[src/rtl/mux_arbiter_pkg.sv]
// Shared types for the two-requester mux arbiter: FSM state encoding and
// the select encoding driven onto sel.
package mux_arbiter_pkg;

   typedef enum logic [1:0] {
      IDLE    = 2'd0,
      GRANT_A = 2'd1,
      GRANT_B = 2'd2
   } state_t;

   localparam logic SEL_A = 1'b0;
   localparam logic SEL_B = 1'b1;

endpackage

[src/rtl/mux_arb_hold_cnt.sv]
// Saturating hold counter for the arbiter timeout. Counts cycles spent in
// one grant state; clr restarts it from zero, at_max flags MAX_HOLD-1.
// Only instantiated when MUX_ARB_TIMEOUT_EN is defined.
module mux_arb_hold_cnt #(
   parameter int MAX_HOLD = 15
) (
   input  logic clk,
   input  logic rst_n,
   input  logic clr,
   output logic at_max
);

   localparam int            CW  = (MAX_HOLD > 2) ? $clog2(MAX_HOLD) : 1;
   localparam logic [CW-1:0] TOP = CW'(MAX_HOLD - 1);

   logic [CW-1:0] cnt;

   // count up while in a grant, stop at TOP, restart on clear or reset
   always_ff @(posedge clk) begin
      if (!rst_n || clr)
         cnt <= '0;
      else if (cnt != TOP)
         cnt <= cnt + 1'b1;
   end

   assign at_max = (cnt == TOP);

endmodule

[src/rtl/mux_arbiter.sv]
// Two-requester arbiter steering a or b onto a registered output.
// Ties from IDLE go to the requester that did not win last; a grant is kept
// while its owner holds req and passes straight to a pending peer on release.
// Define MUX_ARB_TIMEOUT_EN to force a handover after MAX_HOLD grant cycles
// when the other requester is waiting.
module mux_arbiter
   import mux_arbiter_pkg::*;
#(
   parameter int WIDTH    = 8,
   parameter int MAX_HOLD = 15
) (
   input  logic             clk,
   input  logic             rst_n,
   input  logic             req_a,
   input  logic             req_b,
   input  logic [WIDTH-1:0] a,
   input  logic [WIDTH-1:0] b,
   output logic             gnt_a,
   output logic             gnt_b,
   output logic             sel,
   output logic [WIDTH-1:0] out,
   output logic             out_valid
);

   state_t state, state_nx;
   logic   last_b, last_b_nx;   // 1 = B won the most recent grant
   logic   timeout;

`ifdef MUX_ARB_TIMEOUT_EN
   logic hold_clr;

   // counter only runs inside a grant and restarts on every state change
   assign hold_clr = (state == IDLE) || (state_nx != state);

   mux_arb_hold_cnt #(.MAX_HOLD(MAX_HOLD)) u_hold (
      .clk    (clk),
      .rst_n  (rst_n),
      .clr    (hold_clr),
      .at_max (timeout)
   );
`else
   assign timeout = 1'b0;
`endif

   // state and fairness history; reset leaves B as last winner so A wins the first tie
   always_ff @(posedge clk) begin
      if (!rst_n) begin
         state  <= IDLE;
         last_b <= 1'b1;
      end else begin
         state  <= state_nx;
         last_b <= last_b_nx;
      end
   end

   // next-state: hold while owner requests, hand over directly when peer waits
   always_comb begin
      state_nx  = state;
      last_b_nx = last_b;
      unique case (state)
         IDLE: begin
            if (req_a && req_b) state_nx = last_b ? GRANT_A : GRANT_B;
            else if (req_a)     state_nx = GRANT_A;
            else if (req_b)     state_nx = GRANT_B;
         end
         GRANT_A: begin
            if (req_b && (!req_a || timeout)) state_nx = GRANT_B;
            else if (!req_a)                  state_nx = IDLE;
         end
         GRANT_B: begin
            if (req_a && (!req_b || timeout)) state_nx = GRANT_A;
            else if (!req_b)                  state_nx = IDLE;
         end
         default: state_nx = IDLE;
      endcase
      if (state_nx == GRANT_A && state != GRANT_A) last_b_nx = 1'b0;
      if (state_nx == GRANT_B && state != GRANT_B) last_b_nx = 1'b1;
   end

   // grants decode straight from the state register, so they are glitch-free flops
   assign gnt_a = (state == GRANT_A);
   assign gnt_b = (state == GRANT_B);
   assign sel   = gnt_b ? SEL_B : SEL_A;

   // output register: capture selected source during a grant, hold otherwise
   always_ff @(posedge clk) begin
      if (!rst_n) begin
         out       <= '0;
         out_valid <= 1'b0;
      end else begin
         out_valid <= gnt_a | gnt_b;
         if (gnt_a | gnt_b)
            out <= (sel == SEL_B) ? b : a;
      end
   end

endmodule

[config.mk]
export PLATFORM = sky130hd
export DESIGN_NAME = mux_arbiter
export DESIGN_NICKNAME = d
export VERILOG_FILES = /design/src/rtl/mux_arbiter_pkg.sv /design/src/rtl/mux_arb_hold_cnt.sv /design/src/rtl/mux_arbiter.sv
export SDC_FILE = /design/constraint.sdc
export NUM_CORES = 1
export LEC_CHECK = 0
export CORE_UTILIZATION = 42
export DETAILED_ROUTE_END_ITERATION = 8
export GPL_ROUTABILITY_DRIVEN = 0
export PLACE_DENSITY = 0.82
export SLEW_MARGIN = 20
export SYNTH_ARGS = -nofsm -noshare
export SYNTH_HDL_FRONTEND = slang
export SYNTH_SLANG_ARGS = --single-unit
[constraint.sdc]
create_clock -name clk -period 4.1 [get_ports clk]
set_clock_uncertainty 0.05 [all_clocks]
set_input_delay 0.82 -clock clk [delete_from_list [all_inputs] [get_ports clk]]
set_output_delay 0.82 -clock clk [all_outputs]
set_load 0.005 [all_outputs]
After elaboration in Yosys (flattened, before gate mapping)
Cells that the tools add are included.
{"block": "word_totals", "ff_bits": 12}
{"block": "op_classes", "n_eq_ne": 6, "n_mux": 11, "n_bitwise": 2, "n_reduce_logical": 9}
{"operator": "2-bit two-way mux", "n": 8}
{"operator": "8-bit two-way mux", "n": 1}
{"operator": "2-bit one-hot mux with 3 select lines", "n": 1}
{"operator": "1-bit logical AND", "n": 5}
{"operator": "2-bit by 1-bit == test with 1-bit output, second input constant", "n": 2}
{"operator": "2-bit == test, second input constant", "n": 2}
{"operator": "1-bit zero test", "n": 2}
{"operator": "2-bit zero test", "n": 1}
{"operator": "2-bit by 1-bit != test with 1-bit output, second input constant", "n": 1}
{"operator": "2-bit != test, second input constant", "n": 1}
{"operator": "2-bit OR reduction", "n": 1}
{"operator": "1-bit two-way mux", "n": 1}
{"operator": "1-bit inverter", "n": 1}
{"operator": "1-bit bitwise OR", "n": 1}

Logic depth before layout (Yosys ltp)
Gate-level depths: netlist of run 1.
{"block": "logic_depth", "ltp_word": 7, "ltp_mapped": 7, "mapped_depth_nobuf": 7}

Worst setup path before layout of run 1
OpenSTA, ideal clock, no wires.
{"block": "synth_path", "kind": "flip-flop to output port", "start": "reg state[0]", "end": "out sel", "arrival_ns": 0.870, "required_time_ns": 3.230, "path_slack_ns": 2.360, "stages_incl_launch_ff": 4, "path_cell_list": "dfxtp_1 -> inv_1 -> ha_1 -> buf_4"}
{"block": "synth_between", "elab_chain_len": 2}
{"item": "start, declared", "line_no": "mux_arbiter.sv:25", "source": "state_t state, state_nx;"}
{"item": "start signal, assigned", "line_no": "mux_arbiter.sv:51", "source": "state <= state_nx;"}
{"item": "2-bit == test", "line_no": "mux_arbiter.sv:82", "source": "assign gnt_b = (state == GRANT_B);"}
{"item": "net gnt_b", "line_no": "mux_arbiter.sv:19", "source": "output logic gnt_b,"}
{"item": "1-bit two-way mux", "line_no": "mux_arbiter.sv:83", "source": "assign sel = gnt_b ? SEL_B : SEL_A;"}
{"item": "end, declared", "line_no": "mux_arbiter.sv:20", "source": "output logic sel,"}
The timed path passes the listed nets, and every way through them passes these cells.

Worst setup path after layout of run 1
{"block": "layout_path", "start": "reg state[0]", "end": "out gnt_b"}
{"block": "layout_between", "elab_chain_len": 1}
{"item": "2-bit == test", "line_no": "mux_arbiter.sv:82"}
{"item": "end, declared", "line_no": "mux_arbiter.sv:19"}
Every way passes these cells.

==> results of run 1 <==
==> power groups by stage <==
stage          clock [mW]  combinational (mW)  sequential, mW
6_report           0.0736               0.208           0.171
5_1_grt            0.0814               0.229           0.178
4_1_cts            0.0776               0.211           0.172
3_5_place_dp            0               0.210           0.174
3_3_place_gp            0               0.206           0.172
2_1_floorplan           0               0.112           0.174
==> per-layer routing <==
layer | vias to the layer above | share of wire, % | wire length, µm
met4 | 0 | 1.9 | 27
met2 | 16 | 51 | 737
met1 | 287 | 43 | 626
li1 | 313 | - | -
met5 | - | 0 | 0
met3 | 4 | 4.3 | 62
==> state kept, by name (all words and copies together) (netlist names) <==
name,cells
out_valid,1
state,2
last_b,1
out,8
==> worst max-delay path: cells and delay by family (launching register included) <==
family,cells,cell delay [ns]
fa+ha+maj,1,0.60
buf+inv,2,0.75
flops,1,0.37
==> worst max-delay path by stage <==
| stage | start | to | depth (start not counted) |
|---|---|---|---|
| after detailed placement | state[0] | gnt_b | 3 |
| after global placement | state[0] | gnt_b | 3 |
| after global routing | state[0] | gnt_b | 3 |
| final | state[0] | gnt_b | 3 |
| after CTS | state[0] | gnt_b | 3 |
| after floorplan | state[0] | sel | 3 |
==> cell type report <==
type / instances / area [µm²]
tap: 15 / 18.77
multi-input combinational: 51 / 387.9
fill: 114 / 391.6
timing repair buffer: 31 / 310.3
inverter: 3 / 11.26
sequential: 12 / 240.2
clock buffer: 3 / 22.52
==> Yosys cell counts <==
cell type and count:
nand2_1 13, dfxtp_1 12, mux2i_1 8, o211a_1 8, ha_1 5, inv_1 3, a311oi_1 2, a31oi_1 2
buf_2 2, clkbuf_1 2, nor2_1 2, o21ai_1 2, a221oi_2 1, a22o_1 1, and2_1 1, and3_1 1
and3b_1 1, buf_4 1, nand2b_1 1, nand3_1 1, nand3b_1 1, o21ai_0 1
==> per-stage QoR <==
stage | util, % | area [µm²] | worst slack [ns]
floorplan | - | 664.4 | 2.360
global placement | 70.05 | 968.4 | 1.573
detailed placement | 70.05 | 968.4 | 1.531
CTS | 71.67 | 991.0 | 1.228
global route | 71.67 | 991.0 | 1.148
finish | 71.67 | 991.0 | 1.243
==> cells in the final DEF, fill, tap and decap left out, drive strengths merged, types with 2 or more instances in the layout <==
| master | synthesis | final |
|---|---|---|
| dfxtp | 12 | 12 |
| nand2 | 13 | 13 |
| o21ai | 3 | 3 |
| a311oi | 2 | 2 |
| clkbuf | 2 | 3 |
| inv | 3 | 3 |
| ha | 5 | 5 |
| mux2i | 8 | 8 |
| o211a | 8 | 8 |
| nor2 | 2 | 2 |
| a31oi | 2 | 2 |
| clkdlybuf4s50 | 0 | 31 |
==> logic make-up (layout without fill, tap and decap cells) <==
kind of cell | after synthesis | count (layout) | share of synthesized area [%]
muxes | 8 | 8 | 12.05
and+or+nand+nor | 21 | 21 | 14.50
AOI/OAI and AO/OA | 17 | 17 | 22.41
buffers and inverters | 8 | 37 | 5.462
adders and majority gates | 5 | 5 | 9.416
DFF | 12 | 12 | 36.16
==> results.toml, run 1 <==
[worst_setup_path]
r2r_end = "last_b"
cpMaxStageDelayCell = "clkdlybuf4s50_1"
cp_max_fo = 15
critPathRequiredTime_ns = 3.23
reg2reg_from = "state[0]"
critical_path_arrival_ns = 1.99
start_kind = "flip-flop"
max_stage_delay_ns = 0.63
end_kind = "primary output"
r2r_slack_ns = 2.16
cp_cell_sequence = "inv_1 -> ha_1 -> clkdlybuf4s50_1"
worstSetupPathType = "flip-flop to primary output"
ff2ff_path_depth = 7

[place]
io_buffer_count = 31
dp.cells = 112
dp_hpwl_mm = 1.123

[job]
maxCapViolCount = 0

[floorplanning]
die_h_um = 41.77
dieArea_um2 = 1745
rows = 13
coreArea_um2 = 1383
die_x_um = 41.77
ioPinCount = 32
start_util_pct = 48.05

[synth]
synth.area.top_cells = "dfxtp_1, mux2i_1, o211a_1"
synth_top_area_cell = "dfxtp_1"
synth_seq_cells = 12
synth_cell_type_count = 22
ys_seq_area_share_pct = 36.16
syn_inst = 71
netlist.area_leader.share_pct = 36.16
syn-mean-instance-area_um2 = 9.358
synth_nets = 96
netlist_area_um2 = 664.4
yosys_warnings = 0

[cts]
insertion_delay_ns = 0.28
cts_tree = "built"
numCtsBuffers = 3
cts-root-buf = "clkbuf_4"
clock_sinks = 12
cts.clk_slew.worst_paths_ns = 0.07
max-clock-path-buffers = 2
cts_repair_resize_count = 0
postCtsHoldBufs = 0
cts_max_level = 1
postCtsSetupBuffers = 0

[final_layout]
area_delta_synth_final_pct = 49.15
layout.nets = 127
num_antenna_cells = 0
instances_no_fill = 115
drive_above_1_share_pct = 4.000

[timing]
post-route-period-util_pct = 69.69
grt_setup_unrepaired = "false"
hold_viol_final = 0
drv_slew = 0
min_period_ns = 2.857
worst_pin_slew_ns = 0.6750
max_slew_margin_pct = 55.00
finalSetupViolations = 0
tns_ns = 0
max_freq_ghz = 0.3500
holdWs_ns = 0.4348

[drt]
first_iter_violations = 6
postRouteAntennaNets = 0
drt_wl_total_mm = 1.454
drcViolationCount = 0
viasPerCell = 5.391
first_pass_iters = 4
wire_per_inst_um = 12.64
via_count = 620

[power_and_ir_drop]
p_sw_mw = 0.1455
p_total_mw = 0.4535
sw_frac_of_total_pct = 32.09
clockPowerShare_pct = 16.2
p_int_mw = 0.3080
pwr-share-seq_pct = 37.8
power.density_nw_per_um2 = 457.6
peakVddDrop_uv = 330.2
combinationalPowerShare_pct = 46.0
power.leakage_nw = 0.4399

[global_route]
grt_pass1_wl_mm = 2.352
grt-ovfl-total = 0
use_met2_pct = 30.63
grt_pass1_vias = 567
grt-busiest-layer = "met2"
grt_use_total_pct = 18.11
grt_start_max_net_pins = 18
antenna_found_initial = 0
grt_use_met3_pct = 6.522
grt_util_met1_pct = 20.27

[hold_path]
min_to = "out[4]"
hold-path-cell-count = 1
min_path_type = "flip-flop to flip-flop"
hold_start = "out[4]"

[run_status]
status = "complete, no violations"
No activity file was read; power rests on OpenSTA's default activity.
==> run 2, diff against run 1 <==
--- a/config.mk
+++ b/config.mk
@@ -5,10 +5,10 @@
 export SDC_FILE = /design/constraint.sdc
 export NUM_CORES = 1
 export LEC_CHECK = 0
-export CORE_UTILIZATION = 42
+export CORE_UTILIZATION = 35
 export DETAILED_ROUTE_END_ITERATION = 8
 export GPL_ROUTABILITY_DRIVEN = 0
-export PLACE_DENSITY = 0.82
+export PLACE_DENSITY = 0.73
 export SLEW_MARGIN = 20
 export SYNTH_ARGS = -nofsm -noshare
 export SYNTH_HDL_FRONTEND = slang
==> constraint.sdc (replaced) <==
create_clock -name clk -period 2.4 [get_ports clk]
set_clock_uncertainty 0.05 [all_clocks]
set_input_delay 0.48 -clock clk [delete_from_list [all_inputs] [get_ports clk]]
set_output_delay 0.48 -clock clk [all_outputs]
set_load 0.005 [all_outputs]
==> results.toml, run 2 (synthesis results as in run 1) <==
[cts]
cts-root-buf = "clkbuf_4"
postCtsHoldBufs = 0
max-clock-path-buffers = 2
numCtsBuffers = 3
insertion_delay_ns = 0.26
cts_repair_resize_count = 0
clock_sinks = 12
cts.clk_slew.worst_paths_ns = 0.07
postCtsSetupBuffers = 0
cts_max_level = 1
cts_tree = "built"

[final_layout]
area_delta_synth_final_pct = 54.24
drive_above_1_share_pct = 5.882
top_register = "out"
fill_cells = 149
top_regs = "out (8), state (2)"
multi_input_area_um2 = 387.9
layout.nets = 128
layout_commonest_cell = "clkdlybuf4s50_1"
layout_common_cells = "clkdlybuf4s50_1, nand2_1, dfxtp_1"
largest_reg_flops = 8
num_antenna_cells = 0
seq_area_um2 = 240.2

[floorplanning]
die_x_um = 45.57
dieArea_um2 = 2077
start_util_pct = 38.06
rows = 15
coreArea_um2 = 1745
ioPinCount = 32
die_h_um = 45.57

[timing]
tns_ns = 0
holdWs_ns = 0.4355
min_period_ns = 2.045
max_slew_margin_pct = 68.53
worst_pin_slew_ns = 0.4720
drv_slew = 0
max_freq_ghz = 0.4890
grt_setup_unrepaired = "false"
finalSetupViolations = 0
post-route-period-util_pct = 85.21
hold_viol_final = 0

[run_status]
status = "complete, no violations"

[worst_setup_path]
critPathLaunch = "state[0]"
critPathRequiredTime_ns = 1.87
end_kind = "primary output"
cp_max_fo = 7
start_kind = "flip-flop"
reg2reg_from = "state[0]"
worstSetupPathType = "flip-flop to primary output"
critical_path_arrival_ns = 1.52

[power_and_ir_drop]
power.density_nw_per_um2 = 789.9
power.leakage_nw = 0.4524
pwr-share-seq_pct = 36.5
clockPowerShare_pct = 19.1
p_sw_mw = 0.2473
combinationalPowerShare_pct = 44.4
sw_frac_of_total_pct = 30.55
peakVddDrop_uv = 410.6
p_int_mw = 0.5621

[place]
dp_hpwl_mm = 1.099
io_buffer_count = 31

[global_route]
grt-ovfl-total = 0
grt_start_max_net_pins = 18
grt_pass1_wl_mm = 2.484
antenna_found_initial = 0
grt_use_total_pct = 16.80
grt_pass1_vias = 608

[drt]
postRouteAntennaNets = 0
wire_per_inst_um = 11.45
viasPerCell = 5.024
drcViolationCount = 0
via_count = 638
drt_wl_total_mm = 1.454
first_pass_iters = 4
first_iter_violations = 5

[hold_path]
hold_start = "out[6]"
min_path_type = "flip-flop to flip-flop"

[job]
maxCapViolCount = 0
-- run 2: cell count changes in the layout (fill, tap and decap cells not counted) --
cell | previous run | this run
buf_4 | 0 | 1
clkbuf_8 | 0 | 1
-- run 2: final cells by class --
type                    count  area share (%)
multi-input cells          51           37.85
repair buffers             32           31.01
flip-flops and latches     12           23.44
clock buffers               4           3.541
well taps                  25           3.053
inverters                   3           1.099
-- run 2: power groups by stage --
stage / clock (mW) / combinational (mW) / sequential, mW
finish: 0.155 / 0.359 / 0.296
global route: 0.174 / 0.401 / 0.304
CTS: 0.160 / 0.364 / 0.295
detailed placement: 0 / 0.361 / 0.297
global placement: 0 / 0.352 / 0.298
floorplan: 0 / 0.191 / 0.297
-- run 2: critical path: stages (launching register included) --
cell             delay, ns
dfxtp_1               0.46
inv_1                 0.10
ha_1                  0.23
clkdlybuf4s50_1       0.46
-- run 2: worst paths after layout --
| path | cells past startpoint | to | slack, ns |
|---|---|---|---|
| max reg2reg | 7 | last_b | 0.60 |
| min | 1 | out[6] | 0.44 |
| min reg2reg | 1 | out[6] | 0.44 |
| max | 3 | sel | 0.35 |
-- run 2: metal layers --
metal  global-route usage (%)  routed length [µm]  vias to the layer above
met5                        0                   0                        -
met4                    4.242                   0                        0
met3                    7.937                 110                        0
met2                    26.86                 684                       27
met1                    20.15                 660                      296
li1                         -                   -                      315
-- run 2: metrics by stage --
stage	setup slack, ns	power (mW)	utilization [%]	instances	area (µm²)
6_report	0.3550	0.8094	58.71	127	1025
5_1_grt	0.2486	0.8785	58.71	127	1025
4_1_cts	0.3470	0.8182	58.71	127	1025
3_5_place_dp	0.4306	0.6583	56.63	123	988.4
3_3_place_gp	0.5000	0.6504	56.63	123	988.4
2_1_floorplan	0.7569	0.4886	-	71	664.4
